**config.mk**
```make
export PLATFORM = sky130hd
export DESIGN_NAME = serial_pattern_gen
export DESIGN_NICKNAME = d
export VERILOG_FILES = /design/src/rtl/serial_pattern_gen_pkg.sv /design/src/rtl/serial_pattern_gen_piso.sv /design/src/rtl/serial_pattern_gen.sv
export SDC_FILE = /design/constraint.sdc
export NUM_CORES = 1
export LEC_CHECK = 0
export CORE_ASPECT_RATIO = 1.75
export CORE_MARGIN = 3
export CORE_UTILIZATION = 35
export DETAILED_ROUTE_END_ITERATION = 10
export PLACE_DENSITY = 0.61
export SYNTH_ARGS = -nofsm -noshare
export SYNTH_HDL_FRONTEND = slang
export SYNTH_SLANG_ARGS = --single-unit
```
**constraint.sdc**
```tcl
create_clock -name Clock -period 2.4 [get_ports Clock]
set_input_delay 0.72 -clock Clock [delete_from_list [all_inputs] [get_ports Clock]]
set_output_delay 0.72 -clock Clock [all_outputs]
set_load 0.05 [all_outputs]
```
**src/rtl/serial_pattern_gen_pkg.sv**
```systemverilog
// Shared definitions for the serial pattern generator and the detector labs.
// Latency: n/a (types and constants only).
// Backpressure: n/a.
package serial_pattern_gen_pkg;

    // Default geometry: 8-bit pattern, 4-bit length so that 2**LEN_W > WIDTH.
    localparam int DEF_WIDTH = 8;
    localparam int DEF_LEN_W = 4;

    // FSM encodings. The values are also the LED display code on CurState.
    // ST_ILLEGAL is listed so that decoders can name it explicitly. It recovers to IDLE.
    typedef enum logic [1:0] {
        ST_IDLE    = 2'b00,
        ST_SEND    = 2'b01,
        ST_DONE    = 2'b10,
        ST_ILLEGAL = 2'b11
    } state_t;

endpackage

```
**src/rtl/serial_pattern_gen_piso.sv**
```systemverilog
// Parallel-in serial-out shift-left register. The serial output is the register MSB.
// Latency: load or shift takes effect on the next clk edge.
// Backpressure: none. load has priority over shift, and the register holds otherwise.
module piso_shift
    import serial_pattern_gen_pkg::*;
#(
    parameter int WIDTH = DEF_WIDTH
) (
    input  logic             clk,
    input  logic             rst_n,
    input  logic             load,
    input  logic             shift,
    input  logic [WIDTH-1:0] par_in,
    output logic             ser_out
);

    logic [WIDTH-1:0] sh_q;
    logic [WIDTH-1:0] sh_d;

    // Next contents: parallel load wins, otherwise shift left and fill with zero.
    always_comb begin
        sh_d = sh_q;
        if (load) begin
            sh_d = par_in;
        end else if (shift) begin
            sh_d = {sh_q[WIDTH-2:0], 1'b0};
        end
    end

    // Shift register storage.
    always_ff @(posedge clk or negedge rst_n) begin
        if (!rst_n) begin
            sh_q <= '0;
        end else begin
            sh_q <= sh_d;
        end
    end

    assign ser_out = sh_q[WIDTH-1];

endmodule

```
**src/rtl/serial_pattern_gen.sv**
```systemverilog
// Serial MSB-first pattern transmitter with Start/Busy/Done handshake, repeat and abort.
// Latency: the first bit appears on w_out in the cycle after the Start edge. All outputs are registered.
// Backpressure: none. Load and Start are honoured only in IDLE, and Abort only in SEND.
module serial_pattern_gen
    import serial_pattern_gen_pkg::*;
#(
    parameter int WIDTH = DEF_WIDTH,
    parameter int LEN_W = DEF_LEN_W
) (
    input  logic             Clock,
    input  logic             Resetn,
    input  logic [WIDTH-1:0] Data,
    input  logic [LEN_W-1:0] Len,
    input  logic             Load,
    input  logic             Start,
    input  logic             Repeat,
    input  logic             Abort,
    output logic             w_out,
    output logic             Busy,
    output logic             Done,
    output logic [1:0]       CurState
);

    localparam logic [LEN_W-1:0] WIDTH_L = LEN_W'(WIDTH);
    localparam logic [LEN_W-1:0] ONE_L   = LEN_W'(1);

    state_t           state_q, state_d;
    logic [WIDTH-1:0] pat_q, pat_d;      // retained pattern, untouched during SEND
    logic [LEN_W-1:0] len_q, len_d;      // retained (clamped) length
    logic [LEN_W-1:0] cnt_q, cnt_d;      // bits still to follow the one on w_out
    logic             w_out_q, w_out_d;
    logic             busy_q, busy_d;
    logic             done_q, done_d;

    // Values the IDLE state would act on. A same-edge Load overrides the stored pattern and length.
    logic [LEN_W-1:0] len_clamp;
    logic [WIDTH-1:0] eff_pat;
    logic [LEN_W-1:0] eff_len;

    // Working-copy shifter controls. The shifter holds the bits after the one currently on w_out.
    logic             sh_load;
    logic             sh_shift;
    logic [WIDTH-1:0] sh_par;
    logic             sh_msb;

    // Clamp oversized lengths and select the pattern and length a Start would use.
    always_comb begin
        len_clamp = (Len > WIDTH_L) ? WIDTH_L : Len;
        eff_pat   = Load ? Data      : pat_q;
        eff_len   = Load ? len_clamp : len_q;
    end

    // Next-state logic, kept apart from the datapath.
    always_comb begin
        state_d = state_q;
        case (state_q)
            ST_IDLE: begin
                if (Start) begin
                    state_d = (eff_len == '0) ? ST_DONE : ST_SEND;
                end
            end
            ST_SEND: begin
                if (Abort) begin
                    state_d = ST_IDLE;
                end else if ((cnt_q == '0) && !Repeat) begin
                    state_d = ST_DONE;
                end
            end
            ST_DONE: state_d = ST_IDLE;
            default: state_d = ST_IDLE;
        endcase
    end

    // Datapath: pattern capture, counter, shifter control and next serial bit.
    always_comb begin
        pat_d    = pat_q;
        len_d    = len_q;
        cnt_d    = cnt_q;
        w_out_d  = 1'b0;
        sh_load  = 1'b0;
        sh_shift = 1'b0;
        sh_par   = {pat_q[WIDTH-2:0], 1'b0};
        case (state_q)
            ST_IDLE: begin
                if (Load) begin
                    pat_d = Data;
                    len_d = len_clamp;
                end
                if (Start && (eff_len != '0)) begin
                    w_out_d = eff_pat[WIDTH-1];
                    cnt_d   = eff_len - ONE_L;
                    sh_load = 1'b1;
                    sh_par  = {eff_pat[WIDTH-2:0], 1'b0};
                end
            end
            ST_SEND: begin
                if (!Abort) begin
                    if (cnt_q != '0) begin
                        w_out_d  = sh_msb;
                        sh_shift = 1'b1;
                        cnt_d    = cnt_q - ONE_L;
                    end else if (Repeat) begin
                        // Back-to-back repetition: the MSB follows the last bit with no gap.
                        w_out_d = pat_q[WIDTH-1];
                        cnt_d   = len_q - ONE_L;
                        sh_load = 1'b1;
                    end
                end
            end
            default: begin
                w_out_d = 1'b0;
            end
        endcase
        busy_d = (state_d == ST_SEND);
        done_d = (state_d == ST_DONE);
    end

    // State and registered outputs.
    always_ff @(posedge Clock or negedge Resetn) begin
        if (!Resetn) begin
            state_q <= ST_IDLE;
            pat_q   <= '0;
            len_q   <= '0;
            cnt_q   <= '0;
            w_out_q <= 1'b0;
            busy_q  <= 1'b0;
            done_q  <= 1'b0;
        end else begin
            state_q <= state_d;
            pat_q   <= pat_d;
            len_q   <= len_d;
            cnt_q   <= cnt_d;
            w_out_q <= w_out_d;
            busy_q  <= busy_d;
            done_q  <= done_d;
        end
    end

    piso_shift #(
        .WIDTH (WIDTH)
    ) u_piso (
        .clk     (Clock),
        .rst_n   (Resetn),
        .load    (sh_load),
        .shift   (sh_shift),
        .par_in  (sh_par),
        .ser_out (sh_msb)
    );

    assign w_out    = w_out_q;
    assign Busy     = busy_q;
    assign Done     = done_q;
    assign CurState = state_q;

endmodule

```
==> out/metrics.yaml, run 1 <==
path_class: "input port to flip-flop"
ys.flop_type: "dfrtp_1"
grt_max_degree: 29
fp.dieW_um: 54.85
port_buffers: 22
min_path_type: "flip-flop to flip-flop"
worst_pin_slew_ns: 0.6069
drt_iter0_drc: 22
critical_path_required_ns: 2.57
finalHoldViolCount: 0
cts_setup_buffers: 0
antenna_found_initial: 0
fin_worst_skew_ns: 0.004658
num_rows: 30
p_per_area_nw_per_um2: 1146
area.growth.synth_to_final_pct: 34.08
clock_path_buffers: 2
startpoint_type: "input port"
postPlaceCellArea_um2: 1847
drive_gt1_frac: 0.2560
synth_edf_count: 0
die-area_um2: 5017
coreArea_um2: 3941
yosysSeqAreaShare: 0.4795
arrival_ns: 2.51
syn-instance-count: 130
synth_nets: 149
post-route-cell-area_um2: 1959
slew_headroom: 0.5945
synth.avg_cell_area_um2: 11.24
finalSetupViolCount: 0
worst_setup_hold_path_clk_slew_ns: 0.10
total_leakage_power_nw: 0.8535
cts_root_buf: "clkbuf_8"
ctsHoldBuffers: 0
gp_congestion: 0.9506
vias_per_cell: 5.444
dpl.hpwl_um: 2562
nets: 188
vdd_drop_max_mv: 0.8300
clock-sinks: 28
ant_nets: 0
routed_wl_um: 3405
slew_violations: 0
grt_pass1_wl_um: 5720
start_util: 0.3708
pin_count: 23
status: "finished clean"
ys_types: 43
timing.setup.tns_ns: 0
num_vias: 1176
grt_usage: 0.1538
n_antenna_cell: 0
period_needed_ns: 2.338
max_freq_mhz: 427.7
synth_area_um2: 1461
finalCritPeriodShare: 0.9742
grt_pass1_vias: 1300
final_common_cell: "dfrtp_1"
wl_per_cell_um: 15.76
yosysWarnings: 0
maxCapViolCount: 0
multi_input_area_um2: 777.0
synth-seq-cells: 28
htree_levels: 1
fillers: 379
cts_tree: "built"
chipHeight_um: 91.48
drc_errors: 0
power.total_mw: 2.246
drt_first_pass_iters: 4
seqCellArea_um2: 700.7
insertion_delay_ns: 0.28
cp-end-kind: "flip-flop"
overflow: 0
crit_fanout: 6
layout_common_cells: "dfrtp_1, clkdlybuf4s50_1, buf_4"
ys_async_sr_fraction: 1.000
numCtsBuffers: 3
==> synthesized netlist by cell type, drive strengths merged (2+ instances only) <==
cell type | number | area (µm²)
dfrtp | 28 | 700.7
o21ai | 12 | 60.06
mux2 | 11 | 123.9
nand2 | 11 | 41.29
mux2i | 8 | 80.08
a22oi | 6 | 45.04
nor3 | 5 | 30.03
nand2b | 4 | 25.02
buf | 3 | 23.77
inv | 3 | 11.26
nor2 | 3 | 11.26
nor2b | 3 | 18.77
nor3b | 3 | 22.52
and2 | 2 | 12.51
nor4b | 2 | 17.52
o22ai | 2 | 12.51
or4 | 2 | 22.52
==> metal layers <==
layer  part of all wire  wire (µm)  global-route usage
met4              0.048        164             0.08524
met1               0.38       1285              0.1594
met5                  0          0                   0
met2               0.54       1855              0.2727
met3              0.029         99             0.02135
==> flip-flops by register name (all words and copies together) (netlist names) <==
signal / flops
CurState: 2
cnt_q: 4
u_piso.sh_q: 7
pat_q: 8
Done: 1
Busy: 1
w_out: 1
len_q: 4
==> report_power, final <==
group / internal (mW) / switching, mW
clock: 0.147 / 0.148
sequential: 0.690 / 0.156
combinational: 0.548 / 0.556
total: 1.39 / 0.860
==> through the flow <==
step                      hold slack, ns  instances  utilization  setup slack [ns]
after detailed placement          0.4791        212       0.4686           -0.2959
final                             0.4990        216       0.4971           0.06197
after global routing              0.5292        216       0.4971          -0.03452
after floorplan                   0.4244        130            -            0.3096
after CTS                         0.5015        216       0.4841           0.05043
after global placement            0.4783        212       0.4686           -0.2044
==> critical path, stage by stage <==
cell and delay [ns]:
clkdlybuf4s50_1 0.51, buf_4 0.20, and3b_1 0.20, o32ai_2 0.32, nor4b_4 0.28, and4b_1 0.25
nor3_2 0.04
==> final cells by class <==
type,count,share of cell area
timing repair buffer,38,0.1814
tap,48,0.03065
multi-input combinational,95,0.3966
clock buffer,4,0.02810
inverter,3,0.005747
sequential,28,0.3576
==> kinds of logic after synthesis <==
group	synth area share
xor gates and xnor gates	0.005994
muxes	0.1396
AOI/OAI and AO/OA	0.1507
buffers and inverters	0.02654
and+or+nand+nor	0.1892
DFF	0.4795
adders and majority gates	0.008560
==> repair_timing <==
action / 4_1_cts / 5_1_grt
gates resized for setup: 1 / 7
cloned: 0 / 0
pin swaps: 0 / 1
endpoints found under the setup margin: 1 / 8
==> worst paths after layout <==
kind	from	endpoint	slack [ns]	cells after the start
setup / recovery	Load	cnt_q[3]$_DFFE_PN0P_	0.06	7
hold / removal	u_piso.sh_q[1]$_DFFE_PN0P_	u_piso.sh_q[1]$_DFFE_PN0P_	0.50	2
setup reg to reg	CurState[0]$_DFF_PN0_	cnt_q[3]$_DFFE_PN0P_	0.26	6
hold reg to reg	u_piso.sh_q[1]$_DFFE_PN0P_	u_piso.sh_q[1]$_DFFE_PN0P_	0.50	2
max in group asynchronous	Resetn	u_piso.sh_q[7]$_DFFE_PN0P_	1.32	2
min in group asynchronous	Resetn	w_out$_DFF_PN0_	0.81	2
(Power assumes the default switching activity.)
==> inputs of run 2 (changes only) <==
Settings changed: CORE_ASPECT_RATIO 1.75 to 1.25.
==> run 2 against run 1 <==
Effect of this change:
- cell count rose by 3.7%
- combinational power shrank 5%
- count of clock-buffer cells in the layout unchanged
- final area fell by 1.5%
- first-iteration DRC count rose to 2.6 times the previous value
- clock skew down 0.00062 ns
- sequential power is essentially flat
- worst setup slack better by 0.051 ns
- via count down 0.17%
- maximum frequency up 2.2%
- largest cell class unchanged
- largest power group unchanged
==> out/metrics.yaml, run 2 (synthesis gave the netlist of run 1 again) <==
drive_gt1_frac: 0.2471
port_buffers: 22
drc_errors: 0
timing.setup.tns_ns: 0
vdd_drop_max_mv: 0.5303
routed.top_layer: "met4"
fillers: 368
cts_setup_buffers: 0
worstRegToRegCells: 6
clock-sinks: 28
cts_tree: "built"
largest_register_ffs: 8
period_needed_ns: 2.287
finalHoldViolCount: 0
hold_end: "u_piso.sh_q[7]$_DFFE_PN0P_"
min_path_type: "flip-flop to flip-flop"
cp-end-kind: "flip-flop"
final_cells: 224
antenna_found_initial: 0
gp_congestion: 0.8720
arrival_ns: 2.46
chipHeight_um: 78.25
finalSetupViolCount: 0
rsz0062_at_grt: "false"
nets: 190
insertion_delay_ns: 0.28
maxCapViolCount: 0
place_ws_ns: -0.2428
wl_met3_um: 141
slew_violations: 0
reg.largest.list: "pat_q: 8 flops, u_piso.sh_q: 7 flops"
final_common_cell: "dfrtp_1"
numCtsBuffers: 3
htree_levels: 1
vias_per_cell: 5.241
grt_pass1_vias: 1271
ant_nets: 0
cts_root_buf: "clkbuf_8"
hold_depth: 2
pin_count: 23
crit_fanout: 5
top_register: "pat_q"
num_rows: 25
r2r_start: "CurState[0]$_DFF_PN0_"
clock_path_buffers: 2
r2r_slack_ns: 0.35
drt_iter0_drc: 58
holdWs_ns: 0.5150
worstReg2RegEnd: "cnt_q[2]$_DFFE_PN0P_"
critical_path_required_ns: 2.57
startpoint_type: "input port"
die-area_um2: 4992
overflow: 0
worst_pin_slew_ns: 0.4973
worst_setup_hold_path_clk_slew_ns: 0.10
grt_usage: 0.1425
placed_cells: 220
dpl.hpwl_um: 2572
coreArea_um2: 3910
seqCellArea_um2: 700.7
fp.dieW_um: 63.80
status: "finished clean"
grt_pass1_wl_um: 5630
met1_length_um: 1289
met2WireLength_um: 1823
hold_path.startpoint: "u_piso.sh_q[6]$_DFFE_PN0P_"
multi_input_area_um2: 739.5
start_util: 0.3738
p_per_area_nw_per_um2: 1138
grt_max_degree: 29
wl_per_cell_um: 14.77
cp_slowest_cell: "clkdlybuf4s50_1"
area.growth.synth_to_final_pct: 32.02
routed_wl_um: 3309
layout_common_cells: "dfrtp_1, clkdlybuf4s50_1, buf_4"
total_leakage_power_nw: 0.8292
num_vias: 1174
setup_slack_ns: 0.1132
fin_worst_skew_ns: 0.004036
path_cells: "clkdlybuf4s50_1 -> nand2b_1 -> or4_4 -> a31oi_4 -> mux2_2"
finalCritPeriodShare: 0.9528
cpPeakStageDelay_ns: 0.47
max_freq_mhz: 437.3
drt_first_pass_iters: 4
path_class: "input port to flip-flop"
n_antenna_cell: 0
slew_headroom: 0.6674
==> run 2: routing by layer <==
layer / track usage / vias up
met2: 0.2658 / 31
met3: 0.02289 / 5
met5: 0 / -
met4: 0.06048 / 0
li1: - / 564
met1: 0.1561 / 574
==> run 2: metrics by stage <==
| stage | utilization | instance area [µm²] | power (mW) |
|---|---|---|---|
| 2_1_floorplan | - | 1461 | 1.545 |
| 3_3_place_gp | 0.4749 | 1857 | 1.861 |
| 3_5_place_dp | 0.4749 | 1857 | 1.902 |
| 4_1_cts | 0.4890 | 1912 | 2.205 |
| 5_1_grt | 0.4934 | 1929 | 2.363 |
| 6_report | 0.4934 | 1929 | 2.196 |
==> run 2: worst max-delay path by stage <==
stage	startpoint	cells past startpoint	to
global placement	Len[3]	6	u_piso.sh_q[5]$_DFFE_PN0P_
floorplan	Load	5	cnt_q[0]$_DFFE_PN0P_
global route	Len[3]	6	u_piso.sh_q[1]$_DFFE_PN0P_
detailed placement	Len[3]	6	u_piso.sh_q[1]$_DFFE_PN0P_
CTS	Len[3]	6	u_piso.sh_q[1]$_DFFE_PN0P_
finish	Len[3]	5	cnt_q[0]$_DFFE_PN0P_
==> run 2: where the power goes <==
part           leakage [nW]  switching, mW  total (mW)  internal, mW
clock                0.0288          0.150       0.297         0.147
sequential            0.342          0.158       0.848         0.690
combinational         0.459          0.529        1.05         0.522
==> run 2: timing repair <==
item,in CTS,in global routing
setup endpoints to repair,0,7
gates resized for setup,0,2
hold buffers,0,0
==> run 2: critical path, delay by kind of cell <==
| kind | cells | cell delay (ns) |
|---|---|---|
| AO/OA/AOI/OAI | 1 | 0.26 |
| multiplexers | 1 | 0.36 |
| AND/OR/NAND/NOR | 2 | 0.64 |
| buffers and inverters | 1 | 0.47 |
==> run 2: area by class of cell <==
cell class | instances | area share
inverter | 3 | 0.005837
sequential | 28 | 0.3632
timing repair buffer | 40 | 0.1842
tap | 54 | 0.03502
multi-input combinational | 95 | 0.3833
clock buffer | 4 | 0.02853
==> inputs of run 3 (changes only) <==
Settings changed: SKIP_CTS_REPAIR_TIMING from default to 1.
==> results of run 3 <==
No change in the layout: final DEF, timing and power equal those of run 2.
